## config.mk

```make
export PLATFORM = sky130hd
export DESIGN_NAME = alu_uart_ctrl_flat
export DESIGN_NICKNAME = d
export VERILOG_FILES = /design/src/rtl/alu_uart_ctrl_pkg.sv /design/src/rtl/alu_uart_ctrl_if.sv /design/src/rtl/frame_timeout_counter.sv /design/src/rtl/alu_uart_ctrl.sv /design/src/flat_wrapper.sv
export SDC_FILE = /design/constraint.sdc
export NUM_CORES = 1
export LEC_CHECK = 0
export ABC_AREA = 1
export BUFFER_PORTS_ARGS = -buffer_cell sky130_fd_sc_hd__buf_2
export CAP_MARGIN = 20
export CELL_PAD_IN_SITES_DETAIL_PLACEMENT = 0
export CELL_PAD_IN_SITES_GLOBAL_PLACEMENT = 1
export CORE_MARGIN = 5
export CORE_UTILIZATION = 45
export CTS_BUF_LIST = sky130_fd_sc_hd__clkbuf_2 sky130_fd_sc_hd__clkbuf_4 sky130_fd_sc_hd__clkbuf_8
export DETAILED_ROUTE_END_ITERATION = 10
export HOLD_SLACK_MARGIN = 0.1
export PLACE_DENSITY = 0.95
export SLEW_MARGIN = 20
export SYNTH_ARGS = -nofsm -noshare
export SYNTH_HDL_FRONTEND = slang
export SYNTH_SLANG_ARGS = --single-unit
```

## constraint.sdc

```tcl
create_clock -name i_clk -period 2.45 [get_ports i_clk]
set_input_delay 0 -clock i_clk [delete_from_list [all_inputs] [get_ports i_clk]]
set_output_delay 0 -clock i_clk [all_outputs]
set_load 0.01 [all_outputs]
```

## src/rtl/alu_uart_ctrl_pkg.sv

```systemverilog
// -----------------------------------------------------------------------------
// alu_uart_ctrl_pkg
// Shared definitions for the UART-fronted ALU controller:
//   - default parameter values (data width, opcode width, timeout sizing)
//   - 3-bit FSM state encoding
//   - small state-classification helpers used by the controller
// No ports (package).
// -----------------------------------------------------------------------------
package alu_uart_ctrl_pkg;

    localparam int NB_DATA_DEF       = 8;
    localparam int NB_OP_DEF         = 6;
    localparam int NB_TIMEOUT_DEF    = 16;
    localparam int TIMEOUT_TICKS_DEF = 1600;

    typedef enum logic [2:0] {
        ST_IDLE    = 3'd0,
        ST_WAIT_B  = 3'd1,
        ST_WAIT_OP = 3'd2,
        ST_EXEC    = 3'd3,
        ST_SEND    = 3'd4,
        ST_WAIT_TX = 3'd5
    } state_t;

    // States in which a received byte belongs to the frame being assembled.
    function automatic logic is_rx_state(input state_t s);
        return (s == ST_IDLE) || (s == ST_WAIT_B) || (s == ST_WAIT_OP);
    endfunction

    // States in which the inter-byte timeout is running.
    function automatic logic is_count_state(input state_t s);
        return (s == ST_WAIT_B) || (s == ST_WAIT_OP);
    endfunction

endpackage

```

## src/rtl/alu_uart_ctrl_if.sv

```systemverilog
// -----------------------------------------------------------------------------
// alu_uart_ctrl_if
// Bundles the UART receive/transmit handshakes and the ALU operand/result
// signals seen by the controller.
//   slave  modport : the controller (consumes i_*, drives o_*)
//   master modport : the UART/ALU environment (drives i_*, consumes o_*)
// Signals:
//   i_tick        baud-generator overflow pulse (16x oversample)
//   i_rx_done     one-cycle pulse, i_rx_data holds a received byte
//   i_rx_data     received byte
//   i_tx_done     one-cycle pulse, transmitter finished its byte
//   i_alu_result  combinational ALU result
//   o_data_a/b    registered ALU operands
//   o_op          registered ALU opcode
//   o_tx_start    one-cycle transmit request
//   o_tx_data     byte to transmit
//   o_busy        controller is executing/sending
//   o_timeout     one-cycle pulse on frame abort
//   o_overrun     one-cycle pulse on dropped byte
// -----------------------------------------------------------------------------
interface alu_uart_ctrl_if
    import alu_uart_ctrl_pkg::*;
#(
    parameter int NB_DATA = NB_DATA_DEF,
    parameter int NB_OP   = NB_OP_DEF
) ();

    logic               i_tick;
    logic               i_rx_done;
    logic [NB_DATA-1:0] i_rx_data;
    logic               i_tx_done;
    logic [NB_DATA-1:0] i_alu_result;

    logic [NB_DATA-1:0] o_data_a;
    logic [NB_DATA-1:0] o_data_b;
    logic [NB_OP-1:0]   o_op;
    logic               o_tx_start;
    logic [NB_DATA-1:0] o_tx_data;
    logic               o_busy;
    logic               o_timeout;
    logic               o_overrun;

    modport slave (
        input  i_tick, i_rx_done, i_rx_data, i_tx_done, i_alu_result,
        output o_data_a, o_data_b, o_op, o_tx_start, o_tx_data,
               o_busy, o_timeout, o_overrun
    );

    modport master (
        output i_tick, i_rx_done, i_rx_data, i_tx_done, i_alu_result,
        input  o_data_a, o_data_b, o_op, o_tx_start, o_tx_data,
               o_busy, o_timeout, o_overrun
    );

endinterface

```

## src/rtl/frame_timeout_counter.sv

```systemverilog
// -----------------------------------------------------------------------------
// frame_timeout_counter
// Counts baud ticks between bytes of one frame and flags expiry when the
// tick that would reach TIMEOUT_TICKS arrives. Saturates instead of wrapping.
// Ports:
//   clk     system clock
//   rst     asynchronous active-high reset
//   clear   restart the count (a byte was accepted); wins over counting
//   enable  counting allowed (frame partially received)
//   tick    baud tick pulse
//   expire  combinational: this tick ends the allowed window
// -----------------------------------------------------------------------------
module frame_timeout_counter
    import alu_uart_ctrl_pkg::*;
#(
    parameter int NB_TIMEOUT    = NB_TIMEOUT_DEF,
    parameter int TIMEOUT_TICKS = TIMEOUT_TICKS_DEF
) (
    input  logic clk,
    input  logic rst,
    input  logic clear,
    input  logic enable,
    input  logic tick,
    output logic expire
);

    localparam logic [NB_TIMEOUT-1:0] LAST = NB_TIMEOUT'(TIMEOUT_TICKS - 1);

    logic [NB_TIMEOUT-1:0] count;

    // A byte arriving on the expiring tick keeps the frame alive.
    assign expire = enable && tick && !clear && (count == LAST);

    always_ff @(posedge clk or posedge rst) begin
        if (rst) begin
            count <= '0;
        end else if (clear) begin
            count <= '0;
        end else if (enable && tick && (count != LAST)) begin
            count <= count + NB_TIMEOUT'(1);
        end
    end

endmodule

```

## src/rtl/alu_uart_ctrl.sv

```systemverilog
// -----------------------------------------------------------------------------
// alu_uart_ctrl
// Assembles a three-byte frame from the UART receiver (operand A, operand B,
// opcode), lets the external combinational ALU settle for one cycle, then
// requests transmission of the result and waits for the transmitter.
// A partially received frame is abandoned if the inter-byte gap exceeds
// TIMEOUT_TICKS baud ticks; bytes arriving while a result is in flight are
// dropped and reported.
// Ports:
//   i_clk    system clock
//   i_reset  asynchronous active-high reset
//   bus      alu_uart_ctrl_if.slave (UART handshakes, ALU operands/result,
//            status pulses)
// -----------------------------------------------------------------------------
module alu_uart_ctrl
    import alu_uart_ctrl_pkg::*;
#(
    parameter int NB_DATA       = NB_DATA_DEF,
    parameter int NB_OP         = NB_OP_DEF,
    parameter int NB_TIMEOUT    = NB_TIMEOUT_DEF,
    parameter int TIMEOUT_TICKS = TIMEOUT_TICKS_DEF
) (
    input  logic            i_clk,
    input  logic            i_reset,
    alu_uart_ctrl_if.slave  bus
);

    state_t state;
    logic   rx_accept;
    logic   expire;

    assign rx_accept = bus.i_rx_done && is_rx_state(state);

    // Clearing on every accepted byte also covers entry to WAIT_B, since
    // that entry is caused by accepting operand A.
    frame_timeout_counter #(
        .NB_TIMEOUT    (NB_TIMEOUT),
        .TIMEOUT_TICKS (TIMEOUT_TICKS)
    ) u_timeout (
        .clk    (i_clk),
        .rst    (i_reset),
        .clear  (rx_accept),
        .enable (is_count_state(state)),
        .tick   (bus.i_tick),
        .expire (expire)
    );

    always_ff @(posedge i_clk or posedge i_reset) begin
        if (i_reset) begin
            state          <= ST_IDLE;
            bus.o_data_a   <= '0;
            bus.o_data_b   <= '0;
            bus.o_op       <= '0;
            bus.o_tx_start <= 1'b0;
            bus.o_tx_data  <= '0;
            bus.o_busy     <= 1'b0;
            bus.o_timeout  <= 1'b0;
            bus.o_overrun  <= 1'b0;
        end else begin
            // NOTE: non-blocking defaults followed by conditional overrides
            // below; the last scheduled assignment wins, so pulses drop back
            // to 0 on every cycle that does not re-assert them.
            bus.o_tx_start <= 1'b0;
            bus.o_timeout  <= 1'b0;
            bus.o_overrun  <= bus.i_rx_done && !is_rx_state(state);

            case (state)
                ST_IDLE: begin
                    if (bus.i_rx_done) begin
                        bus.o_data_a <= bus.i_rx_data;
                        state        <= ST_WAIT_B;
                    end
                end

                ST_WAIT_B: begin
                    if (bus.i_rx_done) begin
                        bus.o_data_b <= bus.i_rx_data;
                        state        <= ST_WAIT_OP;
                    end else if (expire) begin
                        bus.o_timeout <= 1'b1;
                        state         <= ST_IDLE;
                    end
                end

                ST_WAIT_OP: begin
                    if (bus.i_rx_done) begin
                        bus.o_op   <= bus.i_rx_data[NB_OP-1:0];
                        bus.o_busy <= 1'b1;
                        state      <= ST_EXEC;
                    end else if (expire) begin
                        bus.o_timeout <= 1'b1;
                        state         <= ST_IDLE;
                    end
                end

                // The operand/opcode registers were loaded on the previous
                // edge; the ALU output is stable by now.
                ST_EXEC: begin
                    bus.o_tx_data  <= NB_DATA'(bus.i_alu_result);
                    bus.o_tx_start <= 1'b1;
                    state          <= ST_SEND;
                end

                ST_SEND: begin
                    state <= ST_WAIT_TX;
                end

                ST_WAIT_TX: begin
                    if (bus.i_tx_done) begin
                        bus.o_busy <= 1'b0;
                        state      <= ST_IDLE;
                    end
                end

                default: begin
                    bus.o_busy <= 1'b0;
                    state      <= ST_IDLE;
                end
            endcase
        end
    end

endmodule

```

## src/flat_wrapper.sv

```systemverilog
// flat-port wrapper written by rule: the top's interface ports become plain ports
module alu_uart_ctrl_flat import alu_uart_ctrl_pkg::*;
#(
    parameter int NB_DATA       = NB_DATA_DEF,
    parameter int NB_OP         = NB_OP_DEF,
    parameter int NB_TIMEOUT    = NB_TIMEOUT_DEF,
    parameter int TIMEOUT_TICKS = TIMEOUT_TICKS_DEF
)
  (i_clk, i_reset, bus_i_tick, bus_i_rx_done, bus_i_rx_data, bus_i_tx_done, bus_i_alu_result, bus_o_data_a, bus_o_data_b, bus_o_op, bus_o_tx_start, bus_o_tx_data, bus_o_busy, bus_o_timeout, bus_o_overrun);
  alu_uart_ctrl_if #(.NB_DATA(NB_DATA), .NB_OP(NB_OP)) bus_i ();
  input  logic i_clk;
  input  logic i_reset;
  input wire logic [$bits(bus_i.i_tick)-1:0] bus_i_tick;
  input wire logic [$bits(bus_i.i_rx_done)-1:0] bus_i_rx_done;
  input wire logic [$bits(bus_i.i_rx_data)-1:0] bus_i_rx_data;
  input wire logic [$bits(bus_i.i_tx_done)-1:0] bus_i_tx_done;
  input wire logic [$bits(bus_i.i_alu_result)-1:0] bus_i_alu_result;
  output wire logic [$bits(bus_i.o_data_a)-1:0] bus_o_data_a;
  output wire logic [$bits(bus_i.o_data_b)-1:0] bus_o_data_b;
  output wire logic [$bits(bus_i.o_op)-1:0] bus_o_op;
  output wire logic [$bits(bus_i.o_tx_start)-1:0] bus_o_tx_start;
  output wire logic [$bits(bus_i.o_tx_data)-1:0] bus_o_tx_data;
  output wire logic [$bits(bus_i.o_busy)-1:0] bus_o_busy;
  output wire logic [$bits(bus_i.o_timeout)-1:0] bus_o_timeout;
  output wire logic [$bits(bus_i.o_overrun)-1:0] bus_o_overrun;
  assign bus_i.i_tick = bus_i_tick;
  assign bus_i.i_rx_done = bus_i_rx_done;
  assign bus_i.i_rx_data = bus_i_rx_data;
  assign bus_i.i_tx_done = bus_i_tx_done;
  assign bus_i.i_alu_result = bus_i_alu_result;
  assign bus_o_data_a = bus_i.o_data_a;
  assign bus_o_data_b = bus_i.o_data_b;
  assign bus_o_op = bus_i.o_op;
  assign bus_o_tx_start = bus_i.o_tx_start;
  assign bus_o_tx_data = bus_i.o_tx_data;
  assign bus_o_busy = bus_i.o_busy;
  assign bus_o_timeout = bus_i.o_timeout;
  assign bus_o_overrun = bus_i.o_overrun;
  alu_uart_ctrl #(.NB_DATA(NB_DATA), .NB_OP(NB_OP), .NB_TIMEOUT(NB_TIMEOUT), .TIMEOUT_TICKS(TIMEOUT_TICKS)) u_core (.i_clk(i_clk), .i_reset(i_reset), .bus(bus_i));
endmodule
```

==> results.toml <==
[sta]
setup_viol = 0
max-slew-margin-rel_pct = 60.7
maxSlewViolCount = 0
rsz0062_at_grt = "false"
clock_skew_ns = 0.00661
hold_viol = 0
hold_ws_ns = 0.246
setup_slack_ns = 0.755
min_period_ns = 1.69
setup_tns_ns = 0
clock.fmax_mhz = 590
fin_crit_sh_pct = 69.2
max_slew.worst_pin.slew_ns = 0.588

[die]
initial_core_util_pct = 46.5
fp.dieArea_sq_um = 7340
placementRows = 27
die_y_um = 85.7
io_pins = 55
die_w_um = 85.7
core_sq_um = 5540

[detailed_routing]
drc = 0
wl_per_cell_um = 13.3
wl_met1_um = 2670
drtAntennaViolNets = 0
via_per_inst = 4.96
dr.max_layer_used = "met4"
wl_met3_um = 350
wl_um = 5960
first_pass_iters = 4
dr_wl_met2_um = 2910
via_count = 2229
drt_iter0_markers = 148

[critical_path]
start_kind = "register"
cp.arrival_ns = 1.88
crit_fanout = 16
end_kind = "register"
cp.required_ns = 2.63
worstSetupPathType = "reg -> reg"
ff2ff_path_depth = 8

[global_route]
grt_use_total_pct = 17.6
grt_pass1_wl_um = 10500
antenna_found_initial = 0
grt_pass1_vias = 2298
grt_overflow = 0
grt_start_max_net_pins = 25

[cells_and_area]
diodes = 0
regArea_sq_um = 1330
area_growth_pct = 24.8
multi_input_area_sq_um = 1080
final_common_cell = "nand2_1"
nFillCells = 501
nets = 398
fin_area_sq_um = 3210
drive_gt1_share_pct = 24.4
final_cell_mix = "85 x nand2_1, 54 x buf_2, 53 x dfrtp_1"

[place]
dpl.hpwl_um = 4110
gp_congestion = 0.825
port_buffers = 54
placed_cell_area_sq_um = 2900
dp_slack_ns = 0.773

[cts]
cts_sinks = 53
clk_path_buf_depth = 2
clockRootBuffer = "clkbuf_8"
insertion_delay_ns = 0.31
cts_resized = 0
cts_max_level = 2
cts_tree = "yes"
cts_made_buffers = 5
clkTransAtPathRegs_ns = 0.10

[synthesis]
synth_nets = 322
synth_cells = 300
ys_seq_area_share_pct = 51.5
synth_area_per_cell_sq_um = 8.59
synth_top_area_share_pct = 51.5
ys_types = 31
yosys.area.top_type = "dfrtp_1"
synth_area_sq_um = 2580
synth_area_leaders = "dfrtp_1 51%, nand2_1 12%, nand3_1 4.9%"
yosysWarnings = 0
ys_ff_latch = 53

[pwr]
ir_worst_vdd_mv = 0.608
cellPowerDensity_nw_per_um2 = 984
p_leak_nw = 1.62

[run_status]
status = "completed"

[job]
maxCapViolations = 0

[min_path]
hold_path_class = "in -> async"
## registers in the layout, indices dropped and copies added, names as in the netlist
signal,flops
u_core.bus.o_busy,1
u_core.bus.o_data_a,8
u_core.bus.o_data_b,8
u_core.bus.o_op,6
u_core.bus.o_overrun,1
u_core.bus.o_timeout,1
u_core.bus.o_tx_data,8
u_core.bus.o_tx_start,1
u_core.state,3
u_core.u_timeout.count,16
## where the power goes
part	internal [mW]	total, mW	switching (mW)
Combinational	0.432	1.21	0.774
Sequential	1.16	1.34	0.179
Clock	0.314	0.619	0.306
## worst max-delay path, stage by stage, from the launching register on
cell,delay (ns)
dfrtp_1,0.41
ha_1,0.28
nand3_2,0.12
nor2_4,0.16
nand3_4,0.12
nand2_4,0.18
inv_6,0.11
nand3_1,0.09
o21ai_0,0.11
## synthesized netlist by cell type, drive strengths merged
library cell / n
nand2: 91
dfrtp: 53
nand3: 34
o21ai: 34
inv: 30
nor2: 29
xor2: 8
buf: 4
a21oi: 3
clkbuf: 3
nand4: 3
xnor2: 3
ha: 1
nor3: 1
nor3b: 1
o211ai: 1
o21bai: 1
## cell families (layout without fill, tap and decap cells)
group / after synthesis / count (layout) / share of synthesized area [%]
buffers and inverters: 37 / 114 / 6.75
AO/OA/AOI/OAI: 39 / 39 / 8.21
XOR/XNOR: 11 / 11 / 3.74
flip-flops: 53 / 53 / 51.5
AND/OR/NAND/NOR: 159 / 159 / 29.3
adder cells (fa/ha/maj): 1 / 1 / 0.486
## metrics by stage
| step | util, % | power (mW) | cells |
|---|---|---|---|
| final | 58.0 | 3.16 | 449 |
| after global routing | 58.0 | 3.41 | 449 |
| after floorplan | - | 2.13 | 300 |
| after detailed placement | 52.3 | 2.53 | 421 |
| after global placement | 52.3 | 2.50 | 421 |
| after CTS | 58.0 | 3.18 | 449 |
## layout make-up
cell class              count  area share [%]
clock buffers               5            2.14
clock inverters             3            1.56
inverters                  30            3.66
multi-input cells         210            33.5
flip-flops and latches     53            41.3
well taps                  72            2.80
repair buffers             76            15.1
## repair_timing
item                      CTS  global route
hold buffers               20             0
setup buffers               0             0
hold endpoints to repair   53             0
## final timing paths
kind	from	endpoint	slack, ns
worst min register to register	u_core.bus.o_tx_data[2]$_DFFE_PP0P_	u_core.bus.o_tx_data[2]$_DFFE_PP0P_	0.48
worst min-delay path	i_reset	u_core.bus.o_data_a[7]$_DFFE_PP0P_	0.25
min in group i_clk	bus_i_alu_result[7]	u_core.bus.o_tx_data[7]$_DFFE_PP0P_	0.42
worst max-delay path	u_core.u_timeout.count[0]$_DFFE_PP0P_	u_core.u_timeout.count[14]$_DFFE_PP0P_	0.76
max in group asynchronous	i_reset	u_core.state[2]$_DFFE_PP0P_	1.57
worst max register to register	u_core.u_timeout.count[0]$_DFFE_PP0P_	u_core.u_timeout.count[14]$_DFFE_PP0P_	0.76
## routing by layer
layer	global-route usage, %	vias up
met5	0	-
met2	30.0	63
met1	22.5	1055
li1	-	1105
met4	3.74	0
met3	4.90	6
No activity file was read; power rests on OpenSTA's default activity.
